$ cat src/rtl/sccb_arbiter.sv
// Round-robin arbiter sharing one SCCB transaction engine between NUM_REQ requesters.
// Define SCCB_ARB_TIMEOUT_EN to build the per-transaction watchdog (TIMEOUT_CYCLES).
module sccb_arbiter #(
  parameter int unsigned NUM_REQ        = 2,
  parameter int unsigned TIMEOUT_CYCLES = 2_400_000
) (
  input  logic                    clk_i,
  input  logic                    rst_i,
  input  logic [NUM_REQ-1:0]      req_i,
  input  logic [8*NUM_REQ-1:0]    addr_i,
  input  logic [16*NUM_REQ-1:0]   data_i,
  input  logic [NUM_REQ-1:0]      rw_i,
  output logic [NUM_REQ-1:0]      gnt_o,
  output logic [NUM_REQ-1:0]      done_o,
  output logic                    ack_error_o,
  output logic [7:0]              rdata_o,
  output logic                    timeout_o,
  output logic                    eng_start_o,
  output logic [7:0]              eng_addr_o,
  output logic [15:0]             eng_data_o,
  output logic                    eng_rw_o,
  input  logic                    eng_done_i,
  input  logic                    eng_ack_error_i,
  input  logic [7:0]              eng_rdata_i
);

  localparam int unsigned IdxW = (NUM_REQ > 1) ? $clog2(NUM_REQ) : 1;

  // Out-of-range configurations elaborate this empty marker block.
  if (NUM_REQ < 2 || NUM_REQ > 4 || TIMEOUT_CYCLES == 0) begin : g_bad_cfg
  end

  typedef enum logic [1:0] {StIdle, StIssue, StBusy, StFinish} state_e;

  state_e          state_q;
  logic [IdxW-1:0] ptr_q;
  logic [IdxW-1:0] win_q;
  logic [IdxW-1:0] pick_idx;
  logic            pick_valid;

  // First asserted request scanning upward from ptr_q + 1, wrapping at NUM_REQ.
  always_comb begin
    int unsigned     k;
    logic [IdxW-1:0] idx;
    k          = 0;
    idx        = '0;
    pick_valid = 1'b0;
    pick_idx   = '0;
    for (int unsigned i = 1; i <= NUM_REQ; i++) begin
      k   = (32'(ptr_q) + i) % NUM_REQ;
      idx = IdxW'(k);
      if (!pick_valid && req_i[idx]) begin
        pick_valid = 1'b1;
        pick_idx   = idx;
      end
    end
  end

`ifdef SCCB_ARB_TIMEOUT_EN
  localparam int unsigned CntW = $clog2(TIMEOUT_CYCLES + 1);

  logic [CntW-1:0] cnt_q;
  logic            expired;

  assign expired = (cnt_q == CntW'(TIMEOUT_CYCLES - 1));
`else
  assign timeout_o = 1'b0;
`endif

  always_ff @(posedge clk_i or posedge rst_i) begin
    if (rst_i) begin
      state_q     <= StIdle;
      ptr_q       <= IdxW'(NUM_REQ - 1);
      win_q       <= '0;
      gnt_o       <= '0;
      done_o      <= '0;
      ack_error_o <= 1'b0;
      rdata_o     <= '0;
      eng_start_o <= 1'b0;
      eng_addr_o  <= '0;
      eng_data_o  <= '0;
      eng_rw_o    <= 1'b0;
`ifdef SCCB_ARB_TIMEOUT_EN
      cnt_q       <= '0;
      timeout_o   <= 1'b0;
`endif
    end else begin
      done_o <= '0;
      unique case (state_q)
        StIdle: begin
          if (pick_valid) begin
            win_q      <= pick_idx;
            gnt_o      <= NUM_REQ'(1) << pick_idx;
            eng_addr_o <= addr_i[{pick_idx, 3'b000} +: 8];
            eng_data_o <= data_i[{pick_idx, 4'b0000} +: 16];
            eng_rw_o   <= rw_i[pick_idx];
            state_q    <= StIssue;
          end
        end
        StIssue: begin
          eng_start_o <= 1'b1;
          if (!eng_done_i) state_q <= StBusy;
        end
        StBusy: begin
          if (eng_done_i) begin
            eng_start_o <= 1'b0;
            ack_error_o <= eng_ack_error_i;
            rdata_o     <= eng_rdata_i;
            state_q     <= StFinish;
          end
        end
        StFinish: begin
          done_o  <= gnt_o;
          ptr_q   <= win_q;
          gnt_o   <= '0;
          state_q <= StIdle;
        end
        default: state_q <= StIdle;
      endcase
`ifdef SCCB_ARB_TIMEOUT_EN
      // Watchdog overrides a same-cycle engine completion.
      timeout_o <= 1'b0;
      if (state_q == StIdle && pick_valid) begin
        cnt_q <= '0;
      end else if (state_q == StIssue || state_q == StBusy) begin
        if (expired) begin
          eng_start_o <= 1'b0;
          timeout_o   <= 1'b1;
          ack_error_o <= 1'b1;
          rdata_o     <= '0;
          state_q     <= StFinish;
        end else begin
          cnt_q <= cnt_q + 1'b1;
        end
      end
`endif
    end
  end

endmodule

$ cat config.mk
export PLATFORM = sky130hd
export DESIGN_NAME = sccb_arbiter
export DESIGN_NICKNAME = d
export VERILOG_FILES = /design/src/rtl/sccb_arbiter.sv
export SDC_FILE = /design/constraint.sdc
export NUM_CORES = 1
export LEC_CHECK = 0
export BUFFER_PORTS_ARGS = -buffer_cell sky130_fd_sc_hd__buf_2
export CORE_AREA = 2 2 61 86
export CTS_CLUSTER_SIZE = 20
export DETAILED_ROUTE_END_ITERATION = 10
export DIE_AREA = 0 0 63 88
export PLACE_DENSITY = 0.76
export SLEW_MARGIN = 25
export SYNTH_ARGS = -nofsm -noshare
export SYNTH_HDL_FRONTEND = slang
export SYNTH_SLANG_ARGS = --single-unit
$ cat constraint.sdc
create_clock -name clk_i -period 2.1 [get_ports clk_i]
set_input_delay 0 -clock clk_i [delete_from_list [all_inputs] [get_ports clk_i]]
set_output_delay 0 -clock clk_i [all_outputs]
set_load 0.02 [all_outputs]
==> results of run 1 <==
final cells by class:
cell class / count / area [µm²] / area share
Clock buffer: 6 / 82.58 / 0.02669
Clock inverter: 2 / 35.03 / 0.01132
Inverter: 6 / 22.52 / 0.007279
Multi-Input combinational cell: 140 / 873.3 / 0.2822
Sequential cell: 43 / 1077 / 0.3482
Tap cell: 64 / 80.08 / 0.02588
Timing Repair Buffer: 144 / 923.4 / 0.2984
synth_stat cells (all sizes together):
cell    number  area, µm²
or2b         1      7.510
nand2b       1      6.260
o21ai        2      13.76
a22o         1      8.760
buf         12      95.09
o22ai        1      6.260
or3b         1      11.26
nand3        1      10.01
ha           5      62.56
mux2i        2      20.02
mux2        11      123.9
o21a         1      7.510
and2         1      6.260
dfrtp       42       1051
conb         1      3.750
a21boi       1      18.77
nand2       29      108.9
inv          6      22.52
a21oi       50      317.8
nor2        28      105.1
dfstp        1      26.28
a32oi        2      17.52
a21bo        1      10.01
layout by cell type, fill, tap and decap left out:
| cell type | count |
|---|---|
| buf_2 | 102 |
| dfrtp_1 | 42 |
| dlygate4sd3_1 | 39 |
| a21oi_1 | 32 |
| nand2_1 | 29 |
| nor2_1 | 28 |
| a21oi_2 | 18 |
| mux2_2 | 10 |
| clkbuf_8 | 6 |
| inv_1 | 5 |
| ha_1 | 5 |
| buf_4 | 3 |
| mux2i_1 | 2 |
| a32oi_1 | 2 |
| a21bo_2 | 1 |
| a21boi_4 | 1 |
| o21ai_4 | 1 |
| o21a_1 | 1 |
| a22o_1 | 1 |
| or3b_4 | 1 |
| nand2b_1 | 1 |
| nand3_2 | 1 |
| mux2_1 | 1 |
| o21ai_0 | 1 |
| o22ai_1 | 1 |
| and2_1 | 1 |
| clkinv_1 | 1 |
| or2b_1 | 1 |
| conb_1 | 1 |
| clkinv_2 | 1 |
| bufinv_16 | 1 |
| dfstp_2 | 1 |
routing by layer:
metal	wire, µm	vias up	GRT usage
li1	-	950	-
met1	2084	911	0.2160
met2	3214	85	0.4207
met3	310	6	0.04242
met4	53	0	0.06869
met5	0	-	0
cell families (layout without fill, tap and decap cells):
family | Yosys count | in the layout
other cells | 1 | 1
flops | 43 | 43
compound gates | 59 | 59
fa+ha+maj | 5 | 5
buf+inv | 18 | 158
mux | 13 | 13
simple gates | 62 | 62
worst paths after layout:
path,cells past startpoint,slack [ns],to
min reg2reg,1,0.50,win_q$_DFFE_PP0P_
max,5,0.25,state_q[1]$_DFFE_PP0P_
min in group asynchronous,3,0.25,eng_data_o[11]$_DFFE_PP0P_
min,3,0.01,eng_addr_o[0]$_DFFE_PP0P_
max in group asynchronous,4,1.11,ptr_q$_DFFE_PP1P_
max reg2reg,5,0.25,state_q[1]$_DFFE_PP0P_
state kept, by name, indices dropped and copies added, names as in the netlist, 2 cells and up:
signal	cells
eng_addr_o	8
state_q	2
gnt_o	2
rdata_o	8
done_o	2
eng_data_o	16
through the flow:
step,area [µm²],worst slack (ns),hold slack (ns),cells,power (mW)
global placement,2579,0.3698,0.01972,358,3.469
floorplan,2061,0.4510,0.1290,201,2.927
detailed placement,2586,0.2453,0.02312,358,3.558
CTS,3094,0.2388,0.0002205,405,4.275
global route,3094,0.1830,0.003863,405,4.545
finish,3094,0.2492,0.01147,405,4.246
what timing repair did:
| item | CTS | global route |
|---|---|---|
| setup endpoints to repair | 0 | 0 |
| hold endpoints to repair | 50 | 0 |
| hold buffers | 39 | 0 |
critical path: cells and delay by family, from the launching register on:
kind                       cells  cell delay (ns)
DFF                            1             0.41
and+or+nand+nor                2             0.52
muxes                          1             0.32
buffers and inverters          1             0.13
adders and majority gates      1             0.35
power by group through the flow:
stage / Clock [mW] / Combinational (mW) / Sequential [mW]
after floorplan: 0 / 1.02 / 1.91
after global placement: 0 / 2.02 / 1.45
after detailed placement: 0 / 2.09 / 1.47
after CTS: 0.678 / 2.14 / 1.45
after global routing: 0.703 / 2.34 / 1.50
final: 0.645 / 2.14 / 1.46
==> results by group, run 1 <==
Synthesis
  – Syn nets: 270
  – Synth Cell Area: a little over 0.002 mm²
  – Mux share of post-synthesis cell area: 0.06982
  – Cells after synthesis: between 200 and 250
  – Simple-gate share of the synthesized area: 0.1239
  – Largest family of logic cells by synthesized area: compound AO/OA/AOI/OAI gates
  – Mean Syn Cell Area: 10.25 µm²
  – Synth Register Bits: 43
  – Synthesized-area fraction occupied by adder cells: 0.03036
  – Register area share after synthesis: 0.5228
  – Library cells used by synthesis: 28
  – Post-Synth XOR/XNOR Area: 0
  – Ys Warns: 0
  – Synth Area in Compound Gates: 0.1943

Timing
  – Max Fclk: 0.5403 GHz
  – Unrepaired setup endpoints after global routing: no
  – Relative slew slack: 0.5008
  – Final period utilization: 0.8813
  – Fin. Hold Viols: 0
  – Setup violations, final: 0
  – Slew @ Worst Pin: around 0.75 ns
  – Tmin final: 1.851 ns
  – Setup TNS: 0 ns
  – Clk_skew: 0.005105 ns
  – Pins over their slew limit: 0

Global route
  – Remaining global-route overflow: 0
  – Vias in the first global route: 2048
  – Pin count of the biggest net entering global routing: 28
  – First-pass GRT wire length: 9190 µm
  – Initial antenna violation count: 0
  – Tot GR Track Use: 0.2103

Worst setup path
  – Critical Path Sink Type: register
  – CP arrival: approximately 2.0 ns
  – WP data required: 2.26 ns
  – CP Class: register to register
  – Critical path fanouts, max: 6
  – CP max stage delay: 0.44 ns
  – Critical path's slowest cell: or3b_4
  – Crit path launch: state_q[0]$_DFFE_PP0P_
  – CP startpoint kind: register
  – Critical Path, Cell by Cell: inv_1, ha_1, or3b_4, nand3_2, mux2_1
  – Worst R2R Start: state_q[0]$_DFFE_PP0P_

Pwr
  – Sequential share of power: 0.345
  – Clock power share: 0.152
  – Comb power frac: 0.503
  – Sw frac: 0.4191
  – Internal cell power: between 2 and 2.5 mW
  – P_sw: 1.780 mW
  – Pleak: 1.513 nW
  – Pwr/cell area: 1372 mW/mm²
  – Maximum VDD drop: approximately 0.63 mV

Clock tree
  – Skew-Pair Late Insertion Delay: 0.28 ns
  – H-Tree Depth: 2
  – Clock Tree Root: clkbuf_8
  – CTS sink cnt: 43
  – Clk buf depth: 2
  – Resize count post-CTS: 0
  – Worst-path clk slew: 0.08 ns
  – CTS tree: built
  – Post-CTS Setup Bufs: 0
  – Total CTS buffers: 5

Worst hold path
  – Worst hold start: addr_i[8]
  – Hold/Removal Path Class: input port to register

Die
  – Die W: around 63 µm
  – Initial core utilization: 0.4323
  – Core box area: 0.004767 mm²
  – Die Y: 88 µm
  – Die area: 0.005544 mm²
  – Ports: 104
  – Cell Rows: 30

Cells and area
  – FILL cells: 392
  – Nets: 409
  – # diodes: 0
  – Area Growth Syn to Fin: 50.15%
  – Final core utilization: 0.6491
  – Share of layout cells above drive strength 1: 0.4311

Drt
  – 1st-iter DRT viols: 67
  – Vias per cell: 4.820
  – DR WL/cell: 13.98 µm
  – Drt drc: 0
  – WL final: between 5000 and 6000 µm
  – Post-route ant nets: 0
  – Vias post-DR: 1952
  – DRT Pass-1 Iters: 4

Flow run
  – Maxcap violations: 0

Outcome
  – Status: complete, no violations

Placed design
  – DP HPWL: 3558 µm
  – Final Wtd Congestion: between 0.6 and 0.7
  – Number of I/O port buffers: 102
Power figures use the tool's default switching activity.
==> run 2, diff against run 1 <==
- CORE_AREA: 2 2 61 86 -> 2 2 58 82
- DIE_AREA: 0 0 63 88 -> 0 0 60 84
- PLACE_DENSITY: 0.76 -> 0.9
- clock period: 2.1 -> 2.2 ns (I/O delays scaled with it)
==> results by group, run 2 (synthesis results as in run 1) <==
Outcome
  – Status: complete, no violations

Timing
  – Fin. Hold Viols: 0 (unchanged)
  – Tmin final: 2.029 ns (+0.1785 ns)
  – Slew @ Worst Pin: 0.8738 ns (+0.1268 ns)
  – Setup TNS: 0 ns (unchanged)
  – Unrepaired setup endpoints after global routing: no
  – Setup violations, final: 0 (unchanged)
  – Final period utilization: 0.9224 (+0.04109)
  – Relative slew slack: 0.4166 (-0.08416)
  – Max Fclk: 0.4928 GHz (-8.8%)
  – Clk_skew: 0.006631 ns (+0.001526 ns)
  – Pins over their slew limit: 0 (unchanged)

Cells and area
  – Max reg flops: 16 (unchanged)
  – # diodes: 0 (unchanged)
  – Final core utilization: 0.7030 (+0.05397)
  – Most frequent cells in the layout: 102 x buf_2, 42 x dfrtp_1, 39 x dlygate4sd3_1, 32 x a21oi_1, 29 x nand2_1
  – Nets: 408 (-0.24%)
  – Share of layout cells above drive strength 1: 0.4353 (+0.004209)
  – Most common cell after layout, fill and taps aside: buf_2
  – FILL cells: 338 (-14%)
  – Multi-input gate area: 875.8 µm² (+0.29%)
  – Largest regs: eng_data_o x16, eng_addr_o x8, rdata_o x8
  – Area Growth Syn to Fin: 49.79%
  – Register Area: 0.001077 mm² (unchanged)
  – Largest Register: eng_data_o

Worst setup path
  – CP Class: register to register
  – Critical path's top delay family: buffers and inverters
  – Crit Reg-Reg Endpoint: eng_addr_o[3]$_DFFE_PP0P_
  – CP arrival: 2.20 ns (+0.19 ns)
  – Reg2reg setup slack: 0.17 ns (-0.08 ns)
  – Crit path launch: state_q[0]$_DFFE_PP0P_
  – Worst R2R Start: state_q[0]$_DFFE_PP0P_
  – Critical Path Sink Type: register
  – Cells on worst reg2reg path: 6 (+1)
  – Critical path's slowest cell: dlygate4sd3_1
  – WP data required: 2.37 ns (+0.11 ns)
  – Critical path fanouts, max: 26 (+20)
  – Critical Path, Cell by Cell: inv_1, ha_2, o21ai_4, a21oi_1, a21oi_2, dlygate4sd3_1
  – CP max stage delay: 0.56 ns (+0.12 ns)
  – CP startpoint kind: register
  – Crit path buf inv count: 2 (+1)

Clock tree
  – CTS tree: built
  – Total CTS buffers: 5 (unchanged)
  – Skew-Pair Late Insertion Delay: 0.29 ns (about the same)
  – H-Tree Depth: 2 (unchanged)
  – Post-CTS Setup Bufs: 0 (unchanged)
  – Clock Tree Root: clkbuf_8
  – Clk buf depth: 2 (unchanged)
  – CTS sink cnt: 43 (unchanged)
  – Worst-path clk slew: 0.08 ns (about the same)

Drt
  – DR WL/cell: 14.27 µm (+2.1%)
  – WL final: 5737 µm (+1.3%)
  – Post-route ant nets: 0 (unchanged)
  – DRT Pass-1 Iters: 4 (unchanged)
  – 1st-iter DRT viols: 95 (+42%)
  – Vias per cell: 4.950 (+2.7%)
  – Drt drc: 0 (unchanged)
  – Vias post-DR: 1990 (+1.9%)

Worst hold path
  – Hold/Removal Path Class: input port to register
  – Min-Delay Path Depth: 3 (unchanged)
  – Worst hold start: data_i[27]
  – Hold EP: eng_data_o[11]$_DFFE_PP0P_

Global route
  – Initial antenna violation count: 0 (unchanged)
  – Remaining global-route overflow: 0 (unchanged)
  – First-pass GRT wire length: 9087 µm (-1.1%)
  – Pin count of the biggest net entering global routing: 44 (+57%)
  – Tot GR Track Use: 0.2362 (+0.02589)
  – Vias in the first global route: 2107 (+2.9%)

Pwr
  – Clock power share: 0.152 (about the same)
  – Sw frac: 0.4180 (-0.001139)
  – Maximum VDD drop: 0.7403 mV (+17%)
  – Pleak: 1.507 nW (-0.39%)
  – P_sw: 1.730 mW (-2.8%)
  – Comb power frac: 0.510 (+0.007)
  – Sequential share of power: 0.338 (-0.007)
  – Pwr/cell area: 1341 mW/mm² (-2.3%)
  – Internal cell power: 2.410 mW (-2.3%)

Placed design
  – Final Wtd Congestion: 0.7328 (+6.8%)
  – DP HPWL: 3576 µm (+0.52%)
  – Number of I/O port buffers: 102 (unchanged)

Die
  – Core box area: 0.004390 mm² (-7.9%)
  – Cell Rows: 29 (-3.3%)
  – Initial core utilization: 0.4694 (+0.03708)
  – Die Y: 84 µm (-4.5%)
  – Ports: 104 (unchanged)
  – Die W: 60 µm (-4.8%)
  – Die area: 0.005040 mm² (-9.1%)

Flow run
  – Maxcap violations: 0 (unchanged)
run 2: worst reg2reg max path, stage by stage, from the launching register on:
cell and delay, ns:
dfrtp_1 0.41, inv_1 0.13, ha_2 0.29, o21ai_4 0.22, a21oi_1 0.24, a21oi_2 0.08, dlygate4sd3_1 0.56
run 2: routing by layer:
metal / track usage / part of all wire / up-vias
met1: 0.2435 / 0.36 / 952
met3: 0.04341 / 0.046 / 8
met5: 0 / 0 / -
met2: 0.4338 / 0.57 / 82
li1: - / - / 948
met4: 0.1091 / 0.018 / 0
run 2: stage by stage:
stage | power (mW) | std cells | hold slack [ns] | cell area (µm²) | setup WS, ns
after detailed placement | 3.386 | 355 | 0.2372 | 2576 | 0.3708
after floorplan | 2.794 | 201 | 0.1290 | 2061 | 0.5510
after global routing | 4.424 | 402 | 0.01537 | 3087 | 0.03640
final | 4.140 | 402 | 0.008787 | 3087 | 0.1707
after CTS | 4.135 | 402 | 0.001811 | 3084 | 0.08971
after global placement | 3.296 | 355 | 0.2352 | 2569 | 0.4735
run 2: how the worst max path moves through the flow:
| stage | endpoint | slack [ns] | cells past startpoint |
|---|---|---|---|
| 2_1_floorplan | state_q[1]$_DFFE_PP0P_ | 0.55 | 6 |
| 3_3_place_gp | state_q[1]$_DFFE_PP0P_ | 0.47 | 5 |
| 3_5_place_dp | state_q[1]$_DFFE_PP0P_ | 0.37 | 5 |
| 4_1_cts | eng_addr_o[3]$_DFFE_PP0P_ | 0.09 | 6 |
| 5_1_grt | eng_addr_o[3]$_DFFE_PP0P_ | 0.04 | 6 |
| 6_report | eng_addr_o[3]$_DFFE_PP0P_ | 0.17 | 6 |
run 2: timing repair:
action                                 4_1_cts  5_1_grt
gates resized for setup                      0        1
endpoints found under the hold margin       76        0
hold buffers                                39        0
setup endpoints to repair                    0        4
run 2: cell type report:
class	instances	share of cell area
Multi-Input combinational cell	140	0.2837
Inverter	6	0.007296
Tap cell	62	0.02513
Clock inverter	2	0.01135
Timing Repair Buffer	143	0.2967
Sequential cell	43	0.3490
Clock buffer	6	0.02675
run 2: power groups by stage:
stage	clock [mW]	combinational [mW]	sequential, mW
2_1_floorplan	0	0.972	1.82
3_3_place_gp	0	1.92	1.38
3_5_place_dp	0	1.99	1.40
4_1_cts	0.643	2.10	1.39
5_1_grt	0.671	2.31	1.44
6_report	0.630	2.11	1.40
==> run 3, diff against run 2 <==
- ABC_AREA: unset -> 1
- CORE_AREA: 2 2 58 82 -> 2 2 59 84
- DIE_AREA: 0 0 60 84 -> 0 0 61 86
- PLACE_DENSITY: 0.9 -> 0.89
==> results by group, run 3 <==
Cells and area
  – Nets: 456 (+12%)
  – # diodes: 0 (unchanged)
  – Largest regs: eng_data_o x16, eng_addr_o x8, rdata_o x8
  – Non-Filler Instances: 450 (+12%)
  – Share of layout cells above drive strength 1: 0.3505 (-0.08478)
  – Most common cell after layout, fill and taps aside: nand2_1
  – Max reg flops: 16 (unchanged)
  – Most frequent cells in the layout: 159 x nand2_1, 102 x buf_2, 42 x dfrtp_1, 25 x dlygate4sd3_1, 9 x mux2_2
  – Design area: 0.003000 mm² (-2.8%)
  – Area Growth Syn to Fin: 39.66%
  – Largest Register: eng_data_o

Worst setup path
  – CP startpoint kind: register
  – Critical Path, Cell by Cell: nand2_2, nand2_4, inv_4, nand2_1, nand2_1, dlygate4sd3_1, nand2_1, nand2_1
  – WP data required: 2.40 ns (+0.03 ns)
  – Critical path's slowest cell: dlygate4sd3_1
  – Cells on worst reg2reg path: 8 (+2)
  – Crit Reg-Reg Endpoint: eng_data_o[3]$_DFFE_PP0P_
  – Critical path's top delay family: buffers and inverters
  – Crit path buf inv count: 2 (unchanged)
  – CP arrival: 2.20 ns (about the same)
  – Reg2reg setup slack: 0.20 ns (+0.03 ns)
  – Critical Path Sink Type: register
  – Critical path fanouts, max: 27 (+3.8%)
  – Crit path top cell by count: nand2_1
  – CP max stage delay: 0.55 ns (about the same)
  – Crit path launch: ptr_q$_DFFE_PP1P_
  – Worst R2R Start: ptr_q$_DFFE_PP1P_
  – CP Class: register to register

Clock tree
  – CTS tree: built
  – Clk buf depth: 2 (unchanged)
  – Skew-Pair Late Insertion Delay: 0.30 ns (about the same)
  – Total CTS buffers: 5 (unchanged)
  – H-Tree Depth: 2 (unchanged)
  – Worst-path clk slew: 0.08 ns (about the same)
  – CTS sink cnt: 43 (unchanged)
  – Resize count post-CTS: 0 (unchanged)
  – Clock Tree Root: clkbuf_8

Drt
  – Drt drc: 0 (unchanged)
  – 1st-iter DRT viols: 95 (unchanged)
  – Vias per cell: 4.769 (-3.7%)
  – DR WL/cell: 13.37 µm (-6.3%)
  – DRT Pass-1 Iters: 4 (unchanged)
  – WL final: 6017 µm (+4.9%)
  – Post-route ant nets: 0 (unchanged)
  – Vias post-DR: 2146 (+7.8%)

Synthesis
  – Number of synthesized flops with an enable pin: 0 (unchanged)
  – Most common library cells after synthesis: 159 x nand2_1, 42 x dfrtp_1, 9 x inv_1, 9 x mux2_2, 8 x nand2_2
  – Count leader, synth: nand2_1
  – Register area share after synthesis: 0.5015 (-0.02131)
  – Ys Warns: 0 (unchanged)
  – Mean Syn Cell Area: 8.200 µm² (-20%)
  – Leading post-synthesis cells by cell area: dfrtp_1 49%, nand2_1 28%, mux2_2 4.7%
  – Cells after synthesis: 262 (+30%)
  – Syn nets: 331 (+23%)
  – Async SR Flop Fraction: 1.000 (unchanged)
  – Main synth FF type: dfrtp_1
  – Leading area contributor after synthesis: dfrtp_1
  – Top-area cell type share of the netlist area: 0.4892 (-0.02079)
  – Library cells used by synthesis: 24 (-14%)
  – Synth Register Bits: 43 (unchanged)
  – Synth Cell Area: 0.002148 mm² (+4.3%)

Placed design
  – Dpl cell area: 0.002638 mm² (+2.4%)
  – Placed Cells: 417 (+17%)
  – Number of I/O port buffers: 102 (unchanged)
  – DP HPWL: 3918 µm (+9.6%)
  – Final Wtd Congestion: 0.8666 (+18%)

Pwr
  – Maximum VDD drop: 0.9034 mV (+22%)
  – Pleak: 1.776 nW (+18%)
  – Pwr/cell area: 1304 mW/mm² (-2.8%)

Global route
  – Tot GR Track Use: 0.2402 (+0.004007)
  – First-pass GRT wire length: 9328 µm (+2.7%)
  – Remaining global-route overflow: 0 (unchanged)
  – Vias in the first global route: 2113 (+0.28%)
  – Initial antenna violation count: 0 (unchanged)
  – Pin count of the biggest net entering global routing: 30 (-32%)

Worst hold path
  – Hold EP: eng_addr_o[5]$_DFFE_PP0P_
  – Worst hold start: addr_i[5]
  – Min-Delay Path Depth: 5 (+2)
  – Hold/Removal Path Class: input port to register

Timing
  – Slew @ Worst Pin: 0.5410 ns (-0.3328 ns)
  – Setup TNS: 0 ns (unchanged)
  – Tmin final: 2.003 ns (-0.02670 ns)
  – Final period utilization: 0.9103 (-0.01214)
  – Fin. Hold Viols: 1 (+1)
  – Unrepaired setup endpoints after global routing: no
  – Pins over their slew limit: 0 (unchanged)
  – Clk_skew: 0.004785 ns (-0.001846 ns)
  – Max Fclk: 0.4993 GHz (+1.3%)
  – Hold Slack: -0.001314 ns (-0.01010 ns)
  – Relative slew slack: 0.6388 (+0.2222)
  – Setup violations, final: 0 (unchanged)

Die
  – Initial core utilization: 0.4814 (+0.01199)
  – Cell Rows: 29 (unchanged)
  – Ports: 104 (unchanged)
  – Die area: 0.005246 mm² (+4.1%)
  – Die Y: 86 µm (+2.4%)
  – Die W: 61 µm (+1.7%)
  – Core box area: 0.004463 mm² (+1.7%)

Outcome
  – Status: finished, violations left
  – Failing checks: negative hold slack

Flow run
  – Maxcap violations: 0 (unchanged)
run 3: report_power, final:
part           switching (mW)  internal [mW]
logic                    1.24          0.676
clock network           0.274          0.338
registers               0.211           1.17
total                    1.73           2.18
run 3: worst min-delay path: stages:
cell,delay (ns)
buf_2,0.08
nand2_1,0.04
nand2_1,0.05
nand2_1,0.05
nand2_1,0.05
run 3: cells by family (layout without fill, tap and decap cells):
logic type | count (synthesis) | in the layout | synth area share
adder cells (fa/ha/maj) | 5 | 5 | 0.02912
flip-flops | 43 | 43 | 0.5015
AND/OR/NAND/NOR | 178 | 178 | 0.3366
multiplexers | 9 | 9 | 0.04718
other | 1 | 1 | 0.001746
buffers and inverters | 21 | 147 | 0.07105
AO/OA/AOI/OAI | 5 | 5 | 0.01281
run 3: metal layers:
| layer | GRT usage | up-vias | share of wire |
|---|---|---|---|
| met5 | 0 | - | 0 |
| met2 | 0.4262 | 83 | 0.55 |
| met4 | 0.1364 | 0 | 0.048 |
| met3 | 0.04977 | 29 | 0.043 |
| met1 | 0.2505 | 993 | 0.36 |
| li1 | - | 1041 | - |
run 3: per-stage QoR:
stage	util	power (mW)	hold WS (ns)	setup WS, ns
floorplan	-	2.737	0.08982	0.9065
global placement	0.5910	3.161	0.1175	0.7242
CTS	0.6723	3.903	0.001275	0.2210
global route	0.6723	4.196	0.01282	0.09552
finish	0.6723	3.913	-0.001314	0.1974
detailed placement	0.5910	3.242	0.1318	0.6311
run 3: worst max-delay path by stage:
stage / to / slack, ns / cells past startpoint
6_report: eng_data_o[3]$_DFFE_PP0P_ / 0.20 / 8
3_5_place_dp: eng_addr_o[3]$_DFFE_PP0P_ / 0.63 / 6
5_1_grt: eng_data_o[3]$_DFFE_PP0P_ / 0.1 / 8
2_1_floorplan: ack_error_o$_DFFE_PP0P_ / 0.91 / 4
3_3_place_gp: eng_data_o[10]$_DFFE_PP0P_ / 0.72 / 6
4_1_cts: eng_data_o[3]$_DFFE_PP0P_ / 0.22 / 8
run 3: cell type report:
cell class	count	area (µm²)
clock inverters	3	43.79
inverters	11	46.29
clock buffers	5	68.82
repair buffers	128	768.2
multi-input cells	198	918.4
flip-flops and latches	43	1077
fillers	373	1463
well taps	62	77.57
run 3: timing repair:
action / 4_1_cts / 5_1_grt
hold buffers: 25 / 0
buffers inserted: 0 / 0
endpoints found under the hold margin: 46 / 0
